File: config.mk
export PLATFORM = sky130hd
export DESIGN_NAME = mag_power_sched_flat
export DESIGN_NICKNAME = d
export VERILOG_FILES = /design/src/rtl/microwave_pkg.sv /design/src/rtl/mag_power_sched_if.sv /design/src/rtl/mag_slot_timer.sv /design/src/rtl/mag_power_sched.sv /design/src/flat_wrapper.sv
export SDC_FILE = /design/constraint.sdc
export NUM_CORES = 1
export LEC_CHECK = 0
export CORE_ASPECT_RATIO = 0.8
export CORE_MARGIN = 2
export CORE_UTILIZATION = 35
export DETAILED_ROUTE_END_ITERATION = 7
export DONT_BUFFER_PORTS = 1
export PLACE_DENSITY_LB_ADDON = 0.12
export SYNTH_ARGS = -nofsm -noshare
export SYNTH_HDL_FRONTEND = slang
export SYNTH_SLANG_ARGS = --single-unit
File: constraint.sdc
create_clock -name clock -period 6.1 [get_ports clock]
set_input_delay 0.915 -clock clock [delete_from_list [all_inputs] [get_ports clock]]
set_output_delay 0.915 -clock clock [all_outputs]
set_load 0.02 [all_outputs]
File: src/rtl/microwave_pkg.sv
// Shared state encoding, level constants and power-key decode helpers
// for the microwave controller blocks.
package microwave_pkg;

    typedef enum logic [1:0] {
        IDLE  = 2'd0,
        RUN   = 2'd1,
        PAUSE = 2'd2
    } state_t;

    localparam int LEVEL_W       = 4;
    localparam int DEFAULT_LEVEL = 10;
    localparam int DEFROST_LEVEL = 3;
    localparam int NUM_KEYS      = 10;

    // Counter width that stays legal for a modulus of 1.
    function automatic int cnt_w(input int n);
        return (n > 1) ? $clog2(n) : 1;
    endfunction

    function automatic logic keys_onehot(input logic [NUM_KEYS-1:0] keys);
        int ones;
        ones = 0;
        for (int k = 0; k < NUM_KEYS; k++) ones += int'(keys[k]);
        return ones == 1;
    endfunction

    // Key k selects level k; key 0 is the "10" key.
    function automatic logic [LEVEL_W-1:0] keys_to_level(input logic [NUM_KEYS-1:0] keys);
        logic [LEVEL_W-1:0] lv;
        lv = LEVEL_W'(DEFAULT_LEVEL);
        for (int k = 1; k < NUM_KEYS; k++) begin
            if (keys[k]) lv = LEVEL_W'(k);
        end
        return lv;
    endfunction

endpackage

File: src/rtl/mag_power_sched_if.sv
// Control/status signals of the magnetron power scheduler. The defrost
// request exists only when MAG_DEFROST_EN is defined.
interface mag_power_sched_if;
    import microwave_pkg::*;

    logic                cook_req;
    logic                door_closed;
    logic [NUM_KEYS-1:0] power_keys;
    logic                power_set;
`ifdef MAG_DEFROST_EN
    logic                defrost;
`endif
    logic                mag_on;
    logic [LEVEL_W-1:0]  level;
    logic                key_err;

    modport master (
`ifdef MAG_DEFROST_EN
        output defrost,
`endif
        output cook_req, door_closed, power_keys, power_set,
        input  mag_on, level, key_err
    );

    modport slave (
`ifdef MAG_DEFROST_EN
        input  defrost,
`endif
        input  cook_req, door_closed, power_keys, power_set,
        output mag_on, level, key_err
    );

endinterface

File: src/rtl/mag_slot_timer.sv
// Prescaler plus one-second slot counter for the power-modulation window.
// clear zeroes both counters, freeze holds them.
module mag_slot_timer
    import microwave_pkg::*;
#(
    parameter int TICKS_PER_SEC = 100,
    parameter int WINDOW_SEC    = 10
) (
    input  logic                         clock,
    input  logic                         reset,
    input  logic                         clear,
    input  logic                         freeze,
    output logic [cnt_w(WINDOW_SEC)-1:0] slot,
    output logic                         tick
);

    localparam int PRESC_W = cnt_w(TICKS_PER_SEC);
    localparam int SLOT_W  = cnt_w(WINDOW_SEC);

    logic [PRESC_W-1:0] presc;
    logic               wrap;

    assign wrap = (presc == PRESC_W'(TICKS_PER_SEC - 1));
    assign tick = wrap & ~freeze & ~clear;

    always_ff @(posedge clock) begin
        if (reset || clear) begin
            presc <= '0;
            slot  <= '0;
        end else if (!freeze) begin
            if (wrap) begin
                presc <= '0;
                slot  <= (slot == SLOT_W'(WINDOW_SEC - 1)) ? '0 : slot + 1'b1;
            end else begin
                presc <= presc + 1'b1;
            end
        end
    end

endmodule

File: src/rtl/mag_power_sched.sv
// Magnetron power scheduler: on/off duty per window from the selected level.
// MAG_DEFROST_EN adds a defrost input that forces an effective level of 3 in RUN.
module mag_power_sched
    import microwave_pkg::*;
#(
    parameter int TICKS_PER_SEC = 100,
    parameter int WINDOW_SEC    = 10
) (
    input  logic               clock,
    input  logic               reset,
    mag_power_sched_if.slave   bus
);

    localparam int SLOT_W = cnt_w(WINDOW_SEC);

    state_t             state, state_nxt;
    logic [LEVEL_W-1:0] level_q, eff_level;
    logic               key_err_q;
    logic               tmr_clear, tmr_freeze;
    logic               mag_on;
    logic               unused_tick;
    logic [SLOT_W-1:0]  slot;

    assign bus.mag_on  = mag_on;
    assign bus.level   = level_q;
    assign bus.key_err = key_err_q;

    always_ff @(posedge clock) begin
        if (reset) state <= IDLE;
        else       state <= state_nxt;
    end

    // The window only advances while the magnetron could actually be heating,
    // so an open door in RUN does not silently consume on-time.
    always_comb begin
        state_nxt  = state;
        tmr_clear  = 1'b0;
        tmr_freeze = 1'b1;
        case (state)
            IDLE: begin
                tmr_clear = 1'b1;
                if (bus.cook_req && bus.door_closed) state_nxt = RUN;
            end
            RUN: begin
                tmr_freeze = ~bus.door_closed;
                if (!bus.cook_req)         state_nxt = IDLE;
                else if (!bus.door_closed) state_nxt = PAUSE;
            end
            PAUSE: begin
                if (!bus.cook_req)        state_nxt = IDLE;
                else if (bus.door_closed) state_nxt = RUN;
            end
            default: state_nxt = IDLE;
        endcase
    end

    always_comb begin
        eff_level = level_q;
`ifdef MAG_DEFROST_EN
        if (bus.defrost && state == RUN) eff_level = LEVEL_W'(DEFROST_LEVEL);
`endif
        mag_on = (state == RUN) && bus.door_closed && (32'(slot) < 32'(eff_level));
    end

    always_ff @(posedge clock) begin
        if (reset) begin
            level_q   <= LEVEL_W'(DEFAULT_LEVEL);
            key_err_q <= 1'b0;
        end else begin
            key_err_q <= 1'b0;
            if (bus.power_set && state == IDLE) begin
                if (keys_onehot(bus.power_keys)) level_q   <= keys_to_level(bus.power_keys);
                else                             key_err_q <= 1'b1;
            end
        end
    end

    mag_slot_timer #(
        .TICKS_PER_SEC (TICKS_PER_SEC),
        .WINDOW_SEC    (WINDOW_SEC)
    ) u_timer (
        .clock  (clock),
        .reset  (reset),
        .clear  (tmr_clear),
        .freeze (tmr_freeze),
        .slot   (slot),
        .tick   (unused_tick)
    );

endmodule
File: src/flat_wrapper.sv
// flat-port wrapper written by rule: the top's interface ports become plain ports
module mag_power_sched_flat import microwave_pkg::*;
#(
    parameter int TICKS_PER_SEC = 100,
    parameter int WINDOW_SEC    = 10
)
  (clock, reset, bus_cook_req, bus_door_closed, bus_power_keys, bus_power_set, bus_mag_on, bus_level, bus_key_err);
  mag_power_sched_if bus_i ();
  input  logic clock;
  input  logic reset;
  input wire logic [$bits(bus_i.cook_req)-1:0] bus_cook_req;
  input wire logic [$bits(bus_i.door_closed)-1:0] bus_door_closed;
  input wire logic [$bits(bus_i.power_keys)-1:0] bus_power_keys;
  input wire logic [$bits(bus_i.power_set)-1:0] bus_power_set;
  output wire logic [$bits(bus_i.mag_on)-1:0] bus_mag_on;
  output wire logic [$bits(bus_i.level)-1:0] bus_level;
  output wire logic [$bits(bus_i.key_err)-1:0] bus_key_err;
  assign bus_i.cook_req = bus_cook_req;
  assign bus_i.door_closed = bus_door_closed;
  assign bus_i.power_keys = bus_power_keys;
  assign bus_i.power_set = bus_power_set;
  assign bus_mag_on = bus_i.mag_on;
  assign bus_level = bus_i.level;
  assign bus_key_err = bus_i.key_err;
  mag_power_sched #(.TICKS_PER_SEC(TICKS_PER_SEC), .WINDOW_SEC(WINDOW_SEC)) u_core (.clock(clock), .reset(reset), .bus(bus_i));
endmodule
Word level (Yosys, flattened, before mapping)
Cells that the tools add are included.

cells by class
  reductions and logical operators = 10
  equality and inequality tests = 8
  magnitude comparators = 1
  bitwise gates (word level) = 3
  mux-type cells = 20
  $add $sub $neg = 11

operator list
  cell                 number
  $add 32x2->32        8
  $mux 4               10
  $eq 32x2->1 const B  1
  $mux 2               5
  $add 7x1->7 const B  1
  $eq 7x7->1 const B   1
  $mux 7               1
  $ne 3x3->1 const B   2
  $pmux 2 s3           1
  $add 4x1->4 const B  1
  $eq 4x4->1 const B   1
  $logic_and 1x1->1    4
  $lt 4x4->1           1
  $reduce_and 2->1     2
  $mux 1               3
  $not 1->1            3
  $reduce_and 3->1     1
  $add 1x1->2          1
  $eq 2x1->1 const B   1
  $eq 2x2->1 const B   1
  $logic_not 2->1      1
  $ne 2x1->1 const B   1
  $reduce_or 2->1      1
  $logic_or 1x1->1     1

storage, ports and cells
  output and inout bits = 6
  flip-flop bits (word level) = 18
  input port bits = 15

Longest topological paths before layout
  word-level depth = 11
  gate-level depth with buffers = 12

Modules after synthesis
A second synthesis with hierarchy kept.

unflattened totals
  cells, all modules = 130
  area total of the unflattened synthesis = 1209.9 um^2

by module, submodules not included
  module           times used  area each (um^2)  cells each  sequential area each (um^2)
  mag_power_sched  1           663.1             69          140.1
  mag_slot_timer   1           546.8             61          220.2

Worst setup path before layout
No wires, ideal clock.

  kind = input -> register
  start point = in bus_power_keys[0]
  end point = reg u_core.level_q[1], in the netlist u_core.bus.level[1]
  buffers on the path = 0
  data arrival time = 4.285 ns
  stages on the path = 11
  path slack = 1.693 ns
  data required time = 5.978 ns
  path through = ha_1 > inv_1 > fa_1 > fa_1 > fa_1 > fa_1 > fa_1 > or3b_1 > o22ai_2 > a31oi_1 > a311o_1

between the ends
  longest elaborated chain between the ends = 11

ends and longest elaborated chain
  what                               line                   source
  from (decl)                        flat_wrapper.sv:13     input wire logic [$bits(bus_i.power_keys)-1:0] bus_power_keys;
  $add 1x1->2                        microwave_pkg.sv:24    for (int k = 0; k < NUM_KEYS; k++) ones += int'(keys[k]);
  $add 32x2->32 (8 in series)        microwave_pkg.sv:24
  $eq 32x2->1                        microwave_pkg.sv:25    return ones == 1;
  $reduce_and 2->1 (no source line)  n/a
  to (signal assigned)               mag_power_sched.sv:67  level_q <= LEVEL_W'(DEFAULT_LEVEL);
  to (signal assigned)               mag_power_sched.sv:72  if (keys_onehot(bus.power_keys)) level_q <= keys_to_level(bus.power_keys);
  to (decl)                          mag_power_sched.sv:17  logic [LEVEL_W-1:0] level_q, eff_level;

No other way between the ends.
A chain may end at the register's enable or synchronous reset.

Final worst setup path
  start point = in bus_power_keys[0]
  end point = reg u_core.level_q[3], in the netlist u_core.bus.level[3]

The elaborated chain is that of the path after synthesis.

==> impl_metrics.json <==
{
  "status": "complete, no violations",
  "slowest_stage": "fa_1",
  "overflow": 0,
  "portBuffers": 0,
  "finalHoldViolCount": 0,
  "antenna_found_initial": 0,
  "fin_crit_sh_pct": 70.5,
  "cts_tree": "built",
  "rsz0062_at_grt": "false",
  "ys_ff_latch": 18,
  "vias_per_cell": 5.20,
  "hold_start": "u_core.state[1]",
  "startpoint": "bus_power_keys[0]",
  "detail_route.wl_per_cell_um": 13.8,
  "grt_pass1_wl_um": 4340,
  "synth_area_mm2": 0.00125,
  "slowest_delay_ns": 0.51,
  "wl_um": 2450,
  "core-area_mm2": 0.00342,
  "setup_viol": 0,
  "crit_top_cell": "fa_1",
  "cp-start-kind": "input port",
  "clkSinkCount": 18,
  "ys.flop_type": "dfxtp_1",
  "fin_skew_ns": 0.00129,
  "hold_ws_ns": 0.501,
  "dpl_worst_slack_ns": 1.54,
  "drive_above_1_share_pct": 11.1,
  "whs_path_depth": 1,
  "clockPowerShare_pct": 32.7,
  "path_cells": "ha_1, inv_1, fa_1, fa_1, fa_1, fa_1, fa_1, nor3b_1, and3_1, mux2i_1",
  "reg2regPathDepth": 5,
  "hold_path.class": "flop to flop",
  "required_ns": 6.28,
  "fin_nets": 166,
  "min_period_ns": 4.30,
  "syn_to_final_growth_pct": 6.22,
  "worst_slack_ns": 1.80,
  "p_switching_mw": 0.0875,
  "max_slew.worst_pin.slew_ns": 0.690,
  "syn-instance-count": 135,
  "arrival_ns": 4.48,
  "final_area_mm2": 0.00133,
  "yosysSeqAreaShare_pct": 28.9,
  "setup_tns_ns": 0,
  "die_height_um": 57.4,
  "drv_slew": 0,
  "r2r-end": "u_core.u_timer.presc[2]",
  "dp_hpwl_um": 1970,
  "dieArea_mm2": 0.00406,
  "post_synth.cell_area_avg_um2": 9.24,
  "drtIter0Drc": 26,
  "initial_core_util_pct": 36.4,
  "intPower_mw": 0.210,
  "clk_latency_ns": 0.25,
  "fmax_mhz": 233,
  "cts_resized": 0,
  "synth_edf_count": 0,
  "synth_fp_nets": 165,
  "clkTransAtPathRegs_ns": 0.07,
  "grt_start_max_net_pins": 11,
  "relSlewSlack_pct": 53.7,
  "post_cts_buffers": 0,
  "dr.pass1.iters": 4,
  "fillCellCount": 362,
  "ys_async_sr_fraction_pct": 0,
  "post-route-drc-count": 0,
  "hold_path_end": "u_core.state[0]",
  "first_global_vias": 922,
  "n_antenna_cell": 0,
  "worstSetupPathType": "input port to flop",
  "yosysWarnings": 0,
  "io_pins": 21,
  "power.density_mw_per_mm2": 225,
  "post_dp_cell_area_mm2": 0.00127,
  "regToRegSetupSlack_ns": 4.45,
  "cts_buffer_depth": 2,
  "gp_congestion": 0.751,
  "fp-row-count": 19,
  "leakage_nw": 0.543,
  "max_cap_violations": 0,
  "h-tree-depth": 1,
  "crit_fanout": 5,
  "r2r-start": "u_core.u_timer.presc[0]",
  "seqPwrFrac_pct": 43.2,
  "peakVddDrop_mv": 0.0872,
  "cts_root_buf": "clkbuf_8",
  "grt_util_all_layers_pct": 13.7,
  "fp.dieW_um": 70.7,
  "post_cts_hold_buffer_count": 0,
  "cts_buffers": 3,
  "worstSetupEndpointType": "flop",
  "swShare_pct": 29.4,
  "synthDistinctLibCells": 43,
  "vias": 920,
  "combPwrFrac_pct": 24.0,
  "ant_nets": 0
}
## Yosys cell counts, types with 2 or more instances
cell | n | area share (%)
a211oi_1 | 3 | 1.8
a21o_1 | 2 | 1.2
a21oi_1 | 4 | 1.6
a31oi_1 | 3 | 1.5
and2_1 | 2 | 1.0
and3_1 | 2 | 1.0
buf_6 | 2 | 1.8
clkbuf_1 | 2 | 0.60
dfxtp_1 | 18 | 29
fa_1 | 6 | 9.6
ha_1 | 9 | 9.0
inv_1 | 19 | 5.7
mux2i_1 | 2 | 1.6
nand2_1 | 3 | 0.90
nand3_1 | 2 | 0.80
nand3b_1 | 2 | 1.2
nand4_1 | 2 | 1.0
nor2_1 | 7 | 2.1
nor2_2 | 6 | 3.0
nor2b_1 | 3 | 1.5
nor3_1 | 2 | 0.80
nor4_1 | 2 | 1.0
o21ai_0 | 4 | 1.6
or2_1 | 2 | 1.0
or3_1 | 2 | 1.0
xnor2_1 | 5 | 3.5
xor2_1 | 3 | 2.1
## registers in the layout, indices dropped and copies added (netlist names)
register	cells
u_core.bus.key_err	1
u_core.bus.level	4
u_core.state	2
u_core.u_timer.presc	7
u_core.u_timer.slot	4
## metrics by stage
| step | total power [mW] | cells | utilization [%] |
|---|---|---|---|
| detailed placement | 0.203 | 173 | 37.1 |
| CTS | 0.303 | 177 | 38.7 |
| global route | 0.321 | 177 | 38.7 |
| floorplan | 0.190 | 135 | - |
| finish | 0.298 | 177 | 38.7 |
| global placement | 0.200 | 173 | 37.1 |
## how the worst max path moves through the flow
stage	cells after the start	endpoint
5_1_grt	10	u_core.bus.level[3]
3_3_place_gp	10	u_core.bus.level[1]
3_5_place_dp	11	u_core.bus.level[1]
2_1_floorplan	11	u_core.bus.level[1]
4_1_cts	10	u_core.bus.level[3]
6_report	10	u_core.bus.level[3]
## critical path, delay by kind of cell
kind,cells,cell delay [ns]
fa+ha+maj,6,2.53
buf+inv,1,0.07
mux,1,0.20
simple gates,2,0.77
## layout make-up
class / count / area [µm²] / share of cell area [%]
Multi-Input combinational cell: 94 / 786 / 59.3
Clock buffer: 4 / 55.1 / 4.15
Tap cell: 42 / 52.6 / 3.97
Sequential cell: 18 / 360 / 27.2
Inverter: 19 / 71.3 / 5.38
## placed cells by master, fill, tap and decap left out, drive strengths merged, types with 3 or more instances in the layout
cell / n
o21ai: 4
and3: 3
inv: 19
nor2b: 3
xnor2: 5
ha: 9
xor2: 3
clkbuf: 4
nor2: 13
nand2: 3
dfxtp: 18
fa: 6
a211oi: 3
nand4: 3
a21oi: 4
a31oi: 3
## power groups by stage
stage	Clock, mW	Sequential [mW]	Combinational (mW)
floorplan	0	0.130	0.0591
global placement	0	0.132	0.0683
detailed placement	0	0.132	0.0715
CTS	0.102	0.129	0.0724
global route	0.108	0.129	0.0841
finish	0.0975	0.129	0.0716
## layer usage
| layer | share of wire (%) | wire, µm | GRT usage [%] | up-vias |
|---|---|---|---|---|
| li1 | - | - | - | 468 |
| met1 | 54 | 1320 | 20.1 | 437 |
| met2 | 43 | 1040 | 19.0 | 13 |
| met3 | 2.8 | 68 | 3.71 | 2 |
| met4 | 0.57 | 14 | 5.66 | 0 |
| met5 | 0 | 0 | 0 | - |
## cell families after synthesis
kind of cell               after synthesis  synth area share (%)
AOI/OAI and AO/OA                       22                  12.3
xor gates and xnor gates                 8                  5.62
adders and majority gates               15                  18.7
buffers and inverters                   23                  8.12
DFF                                     18                  28.9
muxes                                    2                  1.60
and+or+nand+nor                         47                  24.8
(Power assumes the default switching activity.)
